## config.mk

```make
export PLATFORM = sky130hd
export DESIGN_NAME = muldiv_unit
export DESIGN_NICKNAME = d
export VERILOG_FILES = /design/src/rtl/muldiv_unit_pkg.sv /design/src/rtl/muldiv_step.sv /design/src/rtl/muldiv_unit.sv
export SDC_FILE = /design/constraint.sdc
export NUM_CORES = 1
export LEC_CHECK = 0
export ABC_AREA = 1
export CORE_UTILIZATION = 56
export DETAILED_ROUTE_END_ITERATION = 12
export PLACE_DENSITY = 0.87
export SYNTH_ARGS = -nofsm -noshare
export SYNTH_HDL_FRONTEND = slang
export SYNTH_SLANG_ARGS = --single-unit
```

## constraint.sdc

```tcl
create_clock -name iCLK -period 3.6 [get_ports iCLK]
set_input_delay 1.08 -clock iCLK [delete_from_list [all_inputs] [get_ports iCLK]]
set_output_delay 1.08 -clock iCLK [all_outputs]
set_load 0.01 [all_outputs]
```

## src/rtl/muldiv_unit_pkg.sv

```systemverilog
// Shared constants for the RV32M multiply/divide unit: funct3 codes,
// FSM state encodings and the iteration count.
package muldiv_unit_pkg;

  localparam logic [2:0] MD_MUL    = 3'b000;
  localparam logic [2:0] MD_MULH   = 3'b001;
  localparam logic [2:0] MD_MULHSU = 3'b010;
  localparam logic [2:0] MD_MULHU  = 3'b011;
  localparam logic [2:0] MD_DIV    = 3'b100;
  localparam logic [2:0] MD_DIVU   = 3'b101;
  localparam logic [2:0] MD_REM    = 3'b110;
  localparam logic [2:0] MD_REMU   = 3'b111;

  localparam int MULDIV_STEPS = 32;

  typedef enum logic [1:0] {
    ST_IDLE = 2'd0,
    ST_CALC = 2'd1,
    ST_DONE = 2'd2
  } muldiv_state_e;

  // Two's-complement negate when cond is set.
  function automatic logic [31:0] neg32_if(input logic [31:0] val, input logic cond);
    return cond ? (32'd0 - val) : val;
  endfunction

endpackage

```

## src/rtl/muldiv_step.sv

```systemverilog
// One iteration of the shift-add multiply or the restoring divide.
// Multiply: i_acc is the product high half, i_opnd the multiplier (low half).
// Divide:   i_acc is the partial remainder, i_opnd the dividend/quotient.
module muldiv_step (
  input  logic [31:0] i_acc,
  input  logic [31:0] i_opnd,
  input  logic [31:0] i_divisor,
  input  logic        i_div,
  output logic [31:0] o_acc,
  output logic [31:0] o_opnd
);

  logic [32:0] w_sum;
  logic [32:0] w_shl;
  logic [32:0] w_trial;

  // Compute both candidate iterations and select by mode.
  always_comb begin
    w_sum   = {1'b0, i_acc} + (i_opnd[0] ? {1'b0, i_divisor} : 33'd0);
    w_shl   = {i_acc, i_opnd[31]};
    w_trial = w_shl - {1'b0, i_divisor};
    o_acc   = '0;
    o_opnd  = '0;
    if (i_div) begin
      if (w_shl >= {1'b0, i_divisor}) begin
        o_acc  = w_trial[31:0];
        o_opnd = {i_opnd[30:0], 1'b1};
      end else begin
        o_acc  = w_shl[31:0];
        o_opnd = {i_opnd[30:0], 1'b0};
      end
    end else begin
      // Carry out of the add becomes the new top bit after the right shift.
      o_acc  = w_sum[32:1];
      o_opnd = {w_sum[0], i_opnd[31:1]};
    end
  end

endmodule

```

## src/rtl/muldiv_unit.sv

```systemverilog
// Iterative RV32M multiply/divide unit. Operands are converted to magnitudes
// on accept, processed 32 steps, then sign-fixed into a registered result.
// Optional feature macro: MULDIV_FAST_MUL_EN (single-cycle 33x33 multiply).
// Handshake: iStart is a request sampled only in IDLE; oDone is a one-cycle
// pulse marking oResult valid; oBusy is high from accept until the DONE
// cycle ends; iFlush aborts any state with priority and produces no oDone.
module muldiv_unit
  import muldiv_unit_pkg::*;
#(
  parameter int WIDTH = 32
) (
  input  logic             iCLK,
  input  logic             iRST,
  input  logic             iStart,
  input  logic             iFlush,
  input  logic [2:0]       iFunct3,
  input  logic [WIDTH-1:0] iA,
  input  logic [WIDTH-1:0] iB,
  output logic             oBusy,
  output logic             oDone,
  output logic [WIDTH-1:0] oResult,
  output logic [1:0]       oDbgState
);

  muldiv_state_e r_state, w_next_state;
  logic [4:0]  r_count;
  logic [2:0]  r_funct3;
  logic        r_neg_res;
  logic        r_neg_rem;
  logic [31:0] r_acc;
  logic [31:0] r_opnd;
  logic [31:0] r_mcand;
  logic [31:0] r_result;

  logic        w_is_div, w_a_signed, w_b_signed, w_a_neg, w_b_neg;
  logic [31:0] w_a_mag, w_b_mag;
  logic        w_div0, w_ovf, w_skip;
  logic [31:0] w_skip_res;
  logic [31:0] w_step_acc, w_step_opnd;
  logic [63:0] w_prod;
  logic [31:0] w_final;

  muldiv_step u_step (
    .i_acc     (r_acc),
    .i_opnd    (r_opnd),
    .i_divisor (r_mcand),
    .i_div     (r_funct3[2]),
    .o_acc     (w_step_acc),
    .o_opnd    (w_step_opnd)
  );

  // Operand decode: signedness, magnitudes and the no-iteration special cases.
  always_comb begin
    w_is_div   = iFunct3[2];
    w_a_signed = (iFunct3 == MD_MULH) || (iFunct3 == MD_MULHSU) ||
                 (iFunct3 == MD_DIV)  || (iFunct3 == MD_REM);
    w_b_signed = (iFunct3 == MD_MULH) || (iFunct3 == MD_DIV) || (iFunct3 == MD_REM);
    w_a_neg    = w_a_signed & iA[31];
    w_b_neg    = w_b_signed & iB[31];
    w_a_mag    = neg32_if(iA, w_a_neg);
    w_b_mag    = neg32_if(iB, w_b_neg);
    w_div0     = w_is_div && (iB == 32'd0);
    w_ovf      = ((iFunct3 == MD_DIV) || (iFunct3 == MD_REM)) &&
                 (iA == 32'h8000_0000) && (iB == 32'hFFFF_FFFF);
    w_skip     = w_div0 | w_ovf;
    w_skip_res = '0;
    if (w_div0) begin
      w_skip_res = iFunct3[1] ? iA : 32'hFFFF_FFFF;
    end else if (w_ovf) begin
      w_skip_res = iFunct3[1] ? 32'd0 : 32'h8000_0000;
    end
`ifdef MULDIV_FAST_MUL_EN
    if (!w_is_div) begin
      w_skip     = 1'b1;
      w_skip_res = fast_mul(iA, iB, w_a_signed, w_b_signed, iFunct3 == MD_MUL);
    end
`endif
  end

`ifdef MULDIV_FAST_MUL_EN
  // Single-cycle product; sign-extend to 33 bits so one signed multiplier
  // covers signed, mixed and unsigned operand pairs.
  function automatic logic [31:0] fast_mul(input logic [31:0] a, input logic [31:0] b,
                                           input logic sa, input logic sb, input logic lo);
    logic signed [65:0] p;
    p = 66'(signed'({sa & a[31], a})) * 66'(signed'({sb & b[31], b}));
    return lo ? p[31:0] : p[63:32];
  endfunction
`endif

  // Sign fix of the final iteration's outputs and result selection.
  always_comb begin
    w_prod  = neg64_if({w_step_acc, w_step_opnd}, r_neg_res);
    w_final = '0;
    case (r_funct3)
      MD_MUL:                     w_final = w_prod[31:0];
      MD_MULH, MD_MULHSU, MD_MULHU: w_final = w_prod[63:32];
      MD_DIV, MD_DIVU:            w_final = neg32_if(w_step_opnd, r_neg_res);
      default:                    w_final = neg32_if(w_step_acc, r_neg_rem);
    endcase
  end

  function automatic logic [63:0] neg64_if(input logic [63:0] val, input logic cond);
    return cond ? (64'd0 - val) : val;
  endfunction

  // FSM state register.
  always_ff @(posedge iCLK or negedge iRST) begin
    if (!iRST) r_state <= ST_IDLE;
    else       r_state <= w_next_state;
  end

  // FSM next-state logic; flush wins over start and over the counter.
  always_comb begin
    w_next_state = r_state;
    if (iFlush) begin
      w_next_state = ST_IDLE;
    end else begin
      case (r_state)
        ST_IDLE: if (iStart) w_next_state = w_skip ? ST_DONE : ST_CALC;
        ST_CALC: if (r_count == 5'd0) w_next_state = ST_DONE;
        default: w_next_state = ST_IDLE;
      endcase
    end
  end

  // Datapath: operand latch on accept, one iteration per CALC cycle,
  // result capture on the way into DONE.
  always_ff @(posedge iCLK or negedge iRST) begin
    if (!iRST) begin
      r_count   <= '0;
      r_funct3  <= '0;
      r_neg_res <= 1'b0;
      r_neg_rem <= 1'b0;
      r_acc     <= '0;
      r_opnd    <= '0;
      r_mcand   <= '0;
      r_result  <= '0;
    end else if (iFlush) begin
      r_count <= '0;
    end else if (r_state == ST_IDLE && iStart) begin
      r_funct3  <= iFunct3;
      r_neg_res <= w_a_neg ^ w_b_neg;
      r_neg_rem <= w_a_neg;
      r_acc     <= '0;
      r_opnd    <= w_is_div ? w_a_mag : w_b_mag;
      r_mcand   <= w_is_div ? w_b_mag : w_a_mag;
      r_count   <= 5'(MULDIV_STEPS - 1);
      if (w_skip) r_result <= w_skip_res;
    end else if (r_state == ST_CALC) begin
      r_acc   <= w_step_acc;
      r_opnd  <= w_step_opnd;
      r_count <= r_count - 5'd1;
      if (r_count == 5'd0) r_result <= w_final;
    end
  end

  assign oBusy     = (r_state != ST_IDLE);
  assign oDone     = (r_state == ST_DONE);
  assign oResult   = r_result;
  assign oDbgState = r_state;

endmodule
```

==> metrics.txt, run 1 <==
Rows=65; DP Wirelength=roughly 67000 µm; Top FF cell, synth=dfrtp_1; hold buffers post-CTS=0; post-synth net total=between 3000 and 4000; Post-Place Cells=around 4000; status=aborted with a tool error; clock tree buffer depth=2; Tot GR Track Use=about three quarters; remaining global-route overflow=212; Post-synth EDFFs=0; Die Y=roughly 180 µm; Synth Register Bits=140; first-pass GRT wire length=around 190000 µm; syn avg cell area=slightly below 6 µm²; # IOs=approximately 110; Initial Utilization=between 50% and 60%; dpl ws=-0.806 ns; die width=~180 µm; clock buffer count from CTS=17; Halt Stage=global routing; H-tree depth=4; mapped cell area=~0.018 mm²; FFs w/ async S/R, synth=100%; vias in the first global route=~31000; placer congestion estimate=roughly 1.3; Ys Warns=0; Sink Count=between 100 and 150; sequential area share after synthesis=roughly 19%; pin count of the biggest net entering global routing=64; Yosys cell types=60; Clock Tree Root=clkbuf_16; port bufs=about 110; First Error=[ERROR GRT-0116] Global routing finished with congestion. Check the congestion regions in the DRC Viewer.; Mapped Cells=roughly 3100
## kinds of logic after synthesis
logic type	share of synthesized area, %
and+or+nand+nor	42.2
buffers and inverters	12.9
adders and majority gates	5.10
DFF	19.3
xor gates and xnor gates	4.33
AOI/OAI and AO/OA	16.2
## per-stage QoR
step | cell area (µm²) | setup TNS [ns]
detailed placement | 23000 | -24.87
floorplan | 18200 | 0
global placement | 23000 | -17.53
CTS | 25100 | -0.241
## what timing repair did
action | CTS
hold endpoints to repair | 0
pin swaps | 88
endpoints found under the setup margin | 45
gates resized for setup | 274
buffers inserted | 45
## cell usage after synthesis (all sizes together), types with 5 or more instances
library cell,number,share of area [%]
xnor2,13,0.63
nand4,49,2.0
nand3,252,7.5
o211ai,15,0.62
or2,29,1.0
nor4,6,0.21
xor2,77,3.7
clkbuf,60,1.2
o21bai,10,0.41
a31oi,10,0.34
a21boi,14,0.60
nand2,974,21
nand3b,8,0.33
o221ai,25,1.2
dfrtp,140,19
and2,5,0.17
nor2,374,8.9
clkinv,5,0.10
o21a,7,0.29
a221oi,9,0.43
ha,71,4.9
inv,487,10
a21oi,152,4.3
o22ai,44,1.5
buf,42,1.5
nor3,41,1.2
a22oi,9,0.37
o21ai,182,5.2
## per-layer routing
metal  GRT overflow  GRT usage, %
met1              2          72.9
met2            132          88.8
met3              1          65.9
met4             77          75.7
met5              0          43.7
==> run 2, diff against run 1 <==
CORE_UTILIZATION = 40   (was 56)
PLACE_DENSITY = unset   (was 0.87)
PLACE_DENSITY_LB_ADDON = 0.15   (was unset)
clock period = 4.7 ns   (was 3.6 ns; I/O delays follow)
==> run 2 against run 1 <==
The flow now finishes without violations. Synthesized cell count is the same. Area after synthesis unchanged.
==> metrics.txt, run 2 <==
Worst-Skew Late Latency=0.47 ns; mapped cell area=0.0182 mm² (unchanged); sequential area share after synthesis=19.3% (unchanged); Ys Warns=0 (unchanged); Synth Register Bits=140 (unchanged); Final min period=about 4.4 ns; Post-Route WL=about 90000 µm; clock skew after layout=approximately 0.012 ns; WL/cell=~23 µm; placer congestion estimate=1.07 (-15%); Clock Tree Root=clkbuf_16; Max-Cap Viols=0; Initial Utilization=40.9% (-16 points); share of layout cells above drive strength 1=around a tenth; DP Wirelength=74500 µm (+12%); most frequent cells in the layout=nand2_1, inv_1, nor2_1, nand3_1, a21oi_1; FFs w/ async S/R, synth=100% (unchanged); period utilisation layout=94.0%; Hold Crit Class=flip-flop to flip-flop; Vias per Instance=between 5 and 6; Crit Path Class=flip-flop to flip-flop; slew of the pin with the lowest slew margin=1.01 ns; Core Region=0.0445 mm²; Rows=77 (+18%); Worst Hold Launch=oResult[30]; synth top area cells=nand2_1, dfrtp_1, inv_1, nor2_1, nand3_1; Nets=approximately 3400; Sink Count=140 (unchanged); # fillers=about 4900; die width=215 µm (+18%); Worst path max stage delay=between 0.4 and 0.5 ns; drt pass-1 iters=6; status=finished, final reports clean; post-synth net total=3278 (unchanged); register area=0.00351 mm²; final hold violations=0; number of antenna violations at the first check in global routing=4; Slew Viols, Final=0; crit path launch type=flip-flop; vias in the first global route=around 21000; Critical Path Source=r_mcand[27]; Worst slew margin=roughly a third; Reg clk slew, reported paths=0.07 ns; slowest cell on the critical path=dfrtp_1; Post-DP Area=0.0203 mm² (-12%); data required time of the worst path=around 5.1 ns; pin count of the biggest net entering global routing=97; crit path DAT=~4.8 ns; clock tree buffer depth=2 (unchanged); DIE AREA=between 0.04 and 0.05 mm²; commonest non-fill, non-tap cell in the layout=nand2_1; highest routed layer=met5; Die Y=215 µm (+18%); Top FF cell, synth=dfrtp_1; area occupied by multi-input gates=0.0124 mm²; CTS tree=done; H-tree depth=4 (unchanged); DR iter-0 viols=around 2400; fmax=approximately 230 MHz; syn avg cell area=5.80 µm² (unchanged); RSZ-0062 raised after global routing=true; Setup violations, final=0; Mapped Cells=3134 (unchanged); Tot GR Track Use=between 30% and 40%; WL met3=about 7500 µm; cell area after layout=roughly 0.021 mm²; synth cell count leaders=nand2_1, inv_1, nor2_1; critical path peak fanout=6; DR WL met2=around 40000 µm; Antenna Cells=0; reg2reg start=r_mcand[27]; Met1 Wirelength=between 30000 and 40000 µm; CP most frequent cell=nand2_1; Synth area leader=nand2_1; most common cell in the netlist=nand2_1; clock buffer count from CTS=17 (unchanged); first-pass GRT wire length=roughly 130000 µm; # IOs=107 (unchanged); CP endpoint kind=flip-flop; Vias=21761; Layout area overhead=14.8%; remaining global-route overflow=0; DRC=0; Yosys cell types=60 (unchanged); port bufs=106 (unchanged); Post-synth EDFFs=0 (unchanged); Synth top area share=19.4% (unchanged); Final ANT Viol Nets=0
==> run 2: cell counts after synthesis <==
No cell type changed its count.
==> run 2: per-layer routing <==
layer  vias up  track usage [%]
li1      10315                -
met1     10115             47.8
met2      1047             60.6
met3       280             7.39
met4         4             29.7
met5         -                0
==> run 2: worst max-delay path: cells and delay by family (launching register included) <==
family          cells  cell delay (ns)
compound gates      5             0.90
fa+ha+maj           2             0.56
buf+inv             4             0.51
xor+xnor            1             0.14
simple gates       14             1.79
flops               1             0.44
==> run 2: final timing paths <==
kind / to / cells after the start / slack [ns]
max reg2reg: oResult[2] / 26 / 0.28
min reg2reg: oResult[30] / 2 / 0.48
max in group asynchronous: r_opnd[12] / 2 / 2.77
min in group asynchronous: oResult[3] / 1 / 1.04
max: oResult[2] / 26 / 0.28
min: oResult[30] / 2 / 0.48
==> run 2: cells by family (layout without fill, tap and decap cells) <==
kind of cell / Yosys count / count (layout) / synth area share, %
and+or+nand+nor: 1740 / 1740 / 42.2
buffers and inverters: 594 / 728 / 12.9
AOI/OAI and AO/OA: 497 / 497 / 16.2
DFF: 140 / 140 / 19.3
xor gates and xnor gates: 90 / 90 / 4.33
adders and majority gates: 73 / 73 / 5.10
==> run 2: area by class of cell <==
class / count / share of cell area [%]
Multi-Input combinational cell: 2400 / 59.3
Sequential cell: 140 / 16.8
Inverter: 492 / 8.84
Timing Repair Buffer: 204 / 8.75
Tap cell: 592 / 3.55
Clock buffer: 20 / 2.09
Clock inverter: 12 / 0.665
==> run 2: through the flow <==
step / TNS (ns) / worst slack, ns / util [%] / cells / hold WS, ns
3_3_place_gp: 0 / 0.00763 / 45.5 / 3827 / 0.466
5_1_grt: -0.00129 / -0.00129 / 46.9 / 3860 / 0.514
2_1_floorplan: 0 / 1.14 / - / 3134 / 0.454
4_1_cts: 0 / 0.330 / 46.8 / 3859 / 0.490
6_report: 0 / 0.280 / 46.9 / 3860 / 0.484
3_5_place_dp: 0 / 0.0498 / 45.5 / 3827 / 0.472
==> run 2: what timing repair did <==
action / in CTS / in global routing
setup endpoints to repair: 0 / 18
resized for setup: 0 / 11
hold buffers: 0 / 0
buffers inserted: 0 / 1
Power of run 2 is left out: the tool's default activity adds up to more than one toggle a clock period on the data nets, which glitch-free logic cannot reach.
==> run 3, diff against run 2 <==
CORE_UTILIZATION = 29   (was 40)
clock period = 5.5 ns   (was 4.7 ns; I/O delays follow)
==> run 3 against run 2 <==
Count of clock-buffer cells in the layout decreased by 1. Flip-flop and latch count unchanged. Setup slack improved by 0.44 ns. Clock skew increased by 0.0058 ns. First-iteration DRC count decreased by 15%. Register-to-register slack improved by 0.44 ns. Via count decreased by 3.2%. Core utilization decreased by 13 points. Highest routed layer is now met4.
==> metrics.txt, run 3 (synthesis results as in run 2) <==
drt pass-1 iters=6 (unchanged); register area=0.00351 mm² (about the same); port bufs=106 (unchanged); vias in the first global route=20027 (-4.3%); Crit Path Class=flip-flop to flip-flop; Worst path max stage delay=0.51 ns (+0.07 ns); data required time of the worst path=5.93 ns (+0.84 ns); Die Y=252 µm (+17%); crit path DAT=5.21 ns (+0.40 ns); DRC=0 (unchanged); Vias=21055 (-3.2%); Post-Place Cells=4047 (+5.7%); Max-Cap Viols=0 (unchanged); Clock Tree Root=clkbuf_16; crit path launch type=flip-flop; Post-Route WL=89000 µm (-1.3%); RSZ-0062 raised after global routing=false; die width=252 µm (+17%); Antenna Cells=0 (unchanged); critical path peak fanout=20 (+14); clock buffer count from CTS=17 (unchanged); CP endpoint kind=flip-flop; Post-CTS Setup Inserts=0 (unchanged); CP most frequent cell=nand2_1; placer congestion estimate=0.994 (-7.1%); share of layout cells above drive strength 1=8.91% (-0.88 points); Finished Layout Cells=4079 (+5.7%); Worst slew margin=35.3% (+2.7 points); Final ANT Viol Nets=0 (unchanged); Final min period=4.78 ns (+0.363 ns); slowest cell on the critical path=ha_1; clock tree buffer depth=2 (unchanged); remaining global-route overflow=0 (unchanged); fmax=209 MHz (-7.6%); Sink Count=140 (unchanged); area occupied by multi-input gates=0.0123 mm² (-0.25%); H-tree depth=4 (unchanged); # fillers=7023 (+43%); Reg clk slew, reported paths=0.07 ns (about the same); final hold slack=0.483 ns (-0.000553 ns); CP cell instances=inv_1, ha_1, nand2_2, nor2_1, nand2_1, nor2_2, nand2_4, nand2_4, nand2_1, nand3_2, nand2_1, inv_2, ha_1, nand4_4, nor2_4, nand2_1, o21ai_2, xor2_1, and2_1, o21bai_1, buf_4, a21boi_1; WL/cell=21.8 µm (-6.6%); Initial Utilization=29.4% (-11 points); # IOs=107 (unchanged); pin count of the biggest net entering global routing=89 (-8.2%); Rows=91 (+18%); clock skew after layout=0.0182 ns (+0.00582 ns); number of antenna violations at the first check in global routing=1 (-3); DR iter-0 viols=2050 (-15%); final hold violations=0 (unchanged); setup_tns=0 ns (unchanged); Vias per Instance=5.16 (-8.4%); Layout area overhead=15.2%; Tot GR Track Use=28.2% (-11 points); Slew Viols, Final=0 (unchanged); Nets=3373 (-0.76%); hold buffers post-CTS=0 (unchanged); status=finished, final reports clean; CTS resizes=0 (unchanged); DIE AREA=0.0637 mm² (+38%); most frequent cells in the layout=nand2_1, inv_1, nor2_1, nand3_1, a21oi_1; period utilisation layout=87.0% (-7.1 points); CTS tree=done; first-pass GRT wire length=132000 µm (-1.1%); Core Region=0.0618 mm² (+39%); Setup violations, final=0 (unchanged); commonest non-fill, non-tap cell in the layout=nand2_1; Worst-Skew Late Latency=0.50 ns (+0.03 ns); DP Wirelength=73500 µm (-1.3%); slew of the pin with the lowest slew margin=0.960 ns (-0.0500 ns); Hold Crit Class=flip-flop to flip-flop
## run 3: cell count changes in the layout (fill, tap and decap cells not counted), moves of 2 or more
cell        previous run  this run
buf_4                 95        72
clkinvlp_4             4         1
ha_1                  68        71
ha_2                   3         0
inv_6                  3         6
buf_12                 2         0
clkbuf_1               3         1
o21ai_4                2         0
## run 3: worst paths after layout
check | slack [ns] | depth (start not counted) | endpoint | startpoint
min in group asynchronous | 1.23 | 1 | oResult[11] | iRST
min | 0.48 | 2 | oResult[11] | oResult[11]
max reg2reg | 0.72 | 22 | oResult[8] | r_mcand[23]
min reg2reg | 0.48 | 2 | oResult[11] | oResult[11]
max | 0.72 | 22 | oResult[8] | r_mcand[23]
max in group asynchronous | 3.35 | 2 | r_opnd[2] | iRST
## run 3: area by class of cell
| class | instances | share of cell area, % |
|---|---|---|
| timing repair buffer | 178 | 7.65 |
| inverter | 492 | 8.81 |
| tap | 837 | 5.00 |
| sequential | 140 | 16.7 |
| clock buffer | 19 | 2.11 |
| clock inverter | 13 | 0.735 |
| multi-input combinational | 2400 | 58.9 |
## run 3: per-stage QoR
step | setup WS [ns] | utilization (%) | area [µm²]
2_1_floorplan | 1.70 | - | 18200
3_3_place_gp | 0.485 | 32.9 | 20400
3_5_place_dp | 0.458 | 32.9 | 20400
5_1_grt | 0.473 | 33.9 | 21000
6_report | 0.717 | 33.9 | 21000
4_1_cts | 0.854 | 33.9 | 21000
## run 3: critical path, delay by kind of cell, from the launching register on
family	cells	cell delay, ns
compound gates	3	0.42
xor+xnor	1	0.25
fa+ha+maj	2	0.74
buf+inv	3	0.45
flops	1	0.48
simple gates	13	2.30
## run 3: metal layers
layer,GRT usage (%),vias to the layer above,wire [µm]
met3,4.35,139,5870
li1,-,10268,-
met2,44.6,782,39700
met4,12.4,0,4150
met5,0,-,0
met1,37.8,9866,39300
Power of run 3 is left out for the same reason.
